`src/rtl/pipe_branch_hazard_ctrl.sv`:
```
// Hazard and branch scheduler beside the decode stage: load-use bubble, operand
// forwarding select, 2-bit branch history table, mispredict flush and statistics.
module pipe_branch_hazard_ctrl #(
  parameter int IDX_W = 6,
  parameter int CNT_W = 16
) (
  input  logic             clk,
  input  logic             clrn,
  input  logic [31:0]      if_pc,
  output logic             pred_taken,
  input  logic             id_valid,
  input  logic             id_is_branch,
  input  logic [31:0]      id_pc,
  input  logic             id_pred,
  input  logic             id_taken,
  input  logic [4:0]       rs,
  input  logic [4:0]       rt,
  input  logic             id_rs1_isreg,
  input  logic             id_rs2_isreg,
  input  logic             exe_wreg,
  input  logic             exe_m2reg,
  input  logic [4:0]       exe_rn,
  input  logic             mem_wreg,
  input  logic             mem_m2reg,
  input  logic [4:0]       mem_rn,
  output logic             stall,
  output logic             flush,
  output logic [1:0]       fwda,
  output logic [1:0]       fwdb,
  output logic [CNT_W-1:0] stall_cnt,
  output logic [CNT_W-1:0] mispred_cnt
);

  localparam int ENTRIES = 1 << IDX_W;

  typedef enum logic {
    RUN    = 1'b0,
    BUBBLE = 1'b1
  } state_t;

  state_t state_reg;

  logic hit_exe_a, hit_exe_b, hit_mem_a, hit_mem_b;
  logic raw_ld;
  logic resolve;

  logic [IDX_W-1:0] if_idx;
  logic [IDX_W-1:0] id_idx;
  logic [1:0]       bht_reg [ENTRIES];

  logic [1:0]       cnt_inc;
  logic [CNT_W-1:0] cnt_reg [2];

  // Register 0 is hardwired, so a write to it never produces a dependency.
  assign hit_exe_a = exe_wreg & (exe_rn != 5'd0) & id_rs1_isreg & (exe_rn == rs);
  assign hit_exe_b = exe_wreg & (exe_rn != 5'd0) & id_rs2_isreg & (exe_rn == rt);
  assign hit_mem_a = mem_wreg & (mem_rn != 5'd0) & id_rs1_isreg & (mem_rn == rs);
  assign hit_mem_b = mem_wreg & (mem_rn != 5'd0) & id_rs2_isreg & (mem_rn == rt);

  // An EXE load hit selects the regfile; the bubble makes it a MEM load hit next cycle.
  always_comb begin
    fwda = 2'b00;
    if (hit_exe_a && !exe_m2reg) begin
      fwda = 2'b01;
    end else if (hit_mem_a) begin
      fwda = mem_m2reg ? 2'b11 : 2'b10;
    end
  end

  always_comb begin
    fwdb = 2'b00;
    if (hit_exe_b && !exe_m2reg) begin
      fwdb = 2'b01;
    end else if (hit_mem_b) begin
      fwdb = mem_m2reg ? 2'b11 : 2'b10;
    end
  end

  assign raw_ld = id_valid & exe_wreg & exe_m2reg & (hit_exe_a | hit_exe_b);

  always_ff @(posedge clk) begin
    if (clrn) begin
      state_reg <= RUN;
    end else begin
      case (state_reg)
        RUN:     state_reg <= raw_ld ? BUBBLE : RUN;
        BUBBLE:  state_reg <= RUN;
        default: state_reg <= RUN;
      endcase
    end
  end

  // The BUBBLE state caps a stuck load-use condition at one stall cycle.
  assign stall   = (state_reg == RUN) & raw_ld;
  assign resolve = id_valid & id_is_branch & ~stall;
  assign flush   = resolve & (id_taken != id_pred);

  assign if_idx     = if_pc[IDX_W+1:2];
  assign id_idx     = id_pc[IDX_W+1:2];
  assign pred_taken = bht_reg[if_idx][1];

  generate
    for (genvar gi = 0; gi < ENTRIES; gi++) begin : g_bht
      always_ff @(posedge clk) begin
        if (clrn) begin
          bht_reg[gi] <= 2'b01;
        end else if (resolve && (id_idx == IDX_W'(gi))) begin
          if (id_taken && (bht_reg[gi] != 2'b11)) begin
            bht_reg[gi] <= bht_reg[gi] + 2'd1;
          end else if (!id_taken && (bht_reg[gi] != 2'b00)) begin
            bht_reg[gi] <= bht_reg[gi] - 2'd1;
          end
        end
      end
    end
  endgenerate

  assign cnt_inc = {flush, stall};

  generate
    for (genvar gi = 0; gi < 2; gi++) begin : g_cnt
      always_ff @(posedge clk) begin
        if (clrn) begin
          cnt_reg[gi] <= '0;
        end else if (cnt_inc[gi] && (cnt_reg[gi] != {CNT_W{1'b1}})) begin
          cnt_reg[gi] <= cnt_reg[gi] + 1'b1;
        end
      end
    end
  endgenerate

  assign stall_cnt   = cnt_reg[0];
  assign mispred_cnt = cnt_reg[1];

  // Byte offset and high PC bits do not take part in indexing.
  logic unused_pc_bits;
  assign unused_pc_bits = ^{if_pc[31:IDX_W+2], if_pc[1:0], id_pc[31:IDX_W+2], id_pc[1:0]};

endmodule

```
`config.mk`:
```
export PLATFORM = sky130hd
export DESIGN_NAME = pipe_branch_hazard_ctrl
export DESIGN_NICKNAME = d
export VERILOG_FILES = /design/src/rtl/pipe_branch_hazard_ctrl.sv
export SDC_FILE = /design/constraint.sdc
export NUM_CORES = 1
export LEC_CHECK = 0
export BUFFER_PORTS_ARGS = -buffer_cell sky130_fd_sc_hd__buf_2
export CAP_MARGIN = 0
export CORE_UTILIZATION = 55
export DETAILED_ROUTE_END_ITERATION = 10
export GPL_TIMING_DRIVEN = 0
export HOLD_SLACK_MARGIN = 0.05
export PLACE_DENSITY = 0.71
export SKIP_LAST_GASP = 1
export SLEW_MARGIN = 5
export SYNTH_ARGS = -nofsm -noshare
export SYNTH_HDL_FRONTEND = slang
export SYNTH_SLANG_ARGS = --single-unit
```
`constraint.sdc`:
```
create_clock -name clk -period 4.15 [get_ports clk]
set_clock_uncertainty 0.2 [all_clocks]
set_input_delay 0.2075 -clock clk [delete_from_list [all_inputs] [get_ports clk]]
set_output_delay 0.2075 -clock clk [all_outputs]
set_load 0.01 [all_outputs]
```
==> results.yml <==
outcome:
  status: "finished clean"
logic_synthesis:
  yosys.area.top_type_share_pct: 38.05
  synth-edff-count: 160
  synth_area_leaders: "edfxtp_1, ha_1, a2111oi_0, nor3_2, inv_1"
  syn_avg_cell_area_sq_um: 9.486
  synth_flop_cell: "edfxtp_1"
  ys_warn_count: 0
  syn_area_sq_um: 12630
  ys_seq_area_share_pct: 38.21
  synth_cell_types: 45
  ys_ff_latch: 161
  ys_async_sr_fraction_pct: 0
  postSynthCellCount: 1331
  synth_top_cell_by_area: "edfxtp_1"
  syn_nets: 1555
global_route:
  use_met3_pct: 9.329
  grt_max_degree: 17
  track_usage_pct: 33.54
  use_met2_pct: 53.29
  antenna_found_initial: 4
  gr-max-usage-layer: "met2"
  use_met1_pct: 40.89
  grt-ovfl-total: 0
  grt_pass1_vias: 10920
  grt_pass1_wl_mm: 59.98
worst_setup_path:
  path_cells: "buf_2 -> clkbuf_1 -> mux4_2 -> mux2i_1 -> nor3_1 -> nor4_1 -> nor3_1 -> buf_2"
  reg2reg_from: "cnt_reg[1][0]"
  reg2reg_slack_ns: 1.41
  cp_max_fo: 10
  cp.required_ns: 3.74
  critPathCaptureType: "output pin"
  crit_type: "in2out"
  cp_top_family: "buffers and inverters"
  cp_slowest_stage_delay_ns: 0.63
  r2r_cells: 6
  cp.arrival_ns: 2.50
  crit_buf_inv: 3
  crit_path_start_kind: "input pin"
  critPathSlowestCell: "clkbuf_1"
  r2r-end: "cnt_reg[1][12]"
pwr:
  pwr-share-seq_pct: 47.5
  sw_frac_of_total_pct: 28.05
  comb_power_share_pct: 11.8
  power.switching_mw: 1.101
  leakage_nw: 5.700
  p_int_mw: 2.824
  peakVddDrop_mv: 0.3211
  power.density_nw_per_um2: 280.7
  p_clk_share_pct: 40.7
cts:
  cts-root-buf: "clkbuf_16"
  worstSkewPairLatency_ns: 0.46
  cts_inserted_buffers: 17
  clock_path_buffers: 2
  cts.clk_slew.worst_paths_ns: 0.07
  htree_levels: 4
  cts.sinks: 161
  postCtsResizedCells: 0
  cts_hold_buf: 0
  cts_tree: "built"
  post-cts-setup-buffer-count: 0
placement:
  pre_cts_slack_ns: 1.055
  hpwl_mm: 26.99
  placed_area_sq_um: 13400
  port_buffers: 79
  gp_congestion: 0.9541
detailed_routing:
  drtIter0Drc: 1159
  viasPerCell: 6.432
  drc: 0
  routed_wl_mm: 38.60
  drtPass1Iterations: 8
  ant_nets: 0
  via_count: 11130
  wl_per_cell_microns: 22.30
die:
  die_x_microns: 153.5
  row_count: 55
  fp.dieH_microns: 153.5
  die-area_sq_um: 23570
  start_util_pct: 55.94
  coreArea_sq_um: 22570
  ios: 135
timing:
  slew_viol_final: 0
  tightest_slew_ns: 1.071
  rsz0062_at_grt: "no"
  finalSetupViolCount: 0
  fin_hold_ws_ns: 0.1027
  final.min_clock_period_ns: 2.903
  worst_slack_ns: 1.247
  fmax_ghz: 0.3445
  slew_headroom_pct: 28.35
  hold_violations: 0
  fin_crit_sh_pct: 69.96
worst_hold_path:
  hp-class: "in2reg"
  hp-start: "id_pred"
  hold_end: "cnt_reg[1][2]"
  hold_path_depth: 4
cells_and_area:
  regArea_sq_um: 4825
  area_growth_pct: 10.74
  nets: 1654
  post-route-util_pct: 61.95
  multi_input_area_sq_um: 6922
  largest_reg_flops: 128
  fillers: 1925
  drive_gt1_share_pct: 14.55
  design_area_sq_um: 13980
run:
  max_cap_viol_count: 0
## power by group through the flow
| stage | Clock [mW] | Sequential (mW) | Combinational (mW) |
|---|---|---|---|
| 6_report | 1.60 | 1.86 | 0.463 |
| 5_1_grt | 1.65 | 1.87 | 0.498 |
| 4_1_cts | 1.60 | 1.86 | 0.453 |
| 3_5_place_dp | 0 | 1.90 | 0.448 |
| 3_3_place_gp | 0 | 1.90 | 0.437 |
| 2_1_floorplan | 0 | 1.89 | 0.275 |
## synth_stat cells, types with 15 or more instances
cell,number
nand2_1,87
nor4_1,17
buf_2,18
nor3_1,91
mux4_2,15
nor2b_1,68
clkbuf_1,59
o21ai_0,67
ha_1,128
a2111oi_0,63
xnor2_1,27
edfxtp_1,160
a21o_1,64
inv_1,132
xor2_1,23
nor3_2,50
nand3_1,19
nand4_1,74
nor2_1,111
## metal layers
metal	wire (microns)	up-vias
met5	0	-
met4	1984	0
met3	4293	134
met2	17500	654
met1	14830	5288
li1	-	5057
## worst min-delay path, stage by stage
cell and delay, ns:
buf_2 0.08, xor2_1 0.06, nand3_1 0.17, nor4_1 0.07
## placed cells by master (no fill, tap or decap), drive strengths merged, types with 63 or more instances in the layout
cell type,synthesis,layout
ha,128,128
clkbuf,59,76
nor2b,68,68
nand4,74,74
a21o,64,64
buf,28,108
nand2,87,87
inv,133,141
a2111oi,63,63
edfxtp,160,160
nor2,111,111
o21ai,69,69
nor3,141,141
## metrics by stage
stage,setup TNS (ns),power (mW),instances
2_1_floorplan,0,2.169,1331
3_3_place_gp,-1.005,2.335,1695
3_5_place_dp,0,2.346,1696
4_1_cts,0,3.912,1728
5_1_grt,0,4.022,1728
6_report,0,3.925,1731
## final cells by class
class,count,area share (%)
antenna,3,0.05369
timing repair buffer,80,2.908
inverter,133,3.570
tap,285,2.550
multi-input combinational,950,49.50
clock inverter,15,1.047
sequential,161,34.51
buffer,87,2.819
clock buffer,17,3.042
## kinds of logic after synthesis
| group | share of synthesized area (%) |
|---|---|
| DFF | 38.21 |
| adders and majority gates | 12.68 |
| xor gates and xnor gates | 3.468 |
| muxes | 3.171 |
| buffers and inverters | 7.076 |
| AOI/OAI and AO/OA | 11.70 |
| and+or+nand+nor | 23.68 |
## worst max-delay path by stage
stage             startpoint        endpoint  slack [ns]  depth (start not counted)
2_1_floorplan      exe_rn[1]   cnt_reg[1][0]        0.78                          7
3_3_place_gp       exe_rn[1]   cnt_reg[1][8]       -0.06                          8
3_5_place_dp       exe_rn[1]   cnt_reg[1][6]        1.06                          8
4_1_cts             if_pc[2]      pred_taken        1.29                          8
5_1_grt        cnt_reg[1][0]  cnt_reg[1][10]        1.19                          6
6_report            if_pc[3]      pred_taken        1.25                          8
Power figures use the tool's default switching activity.
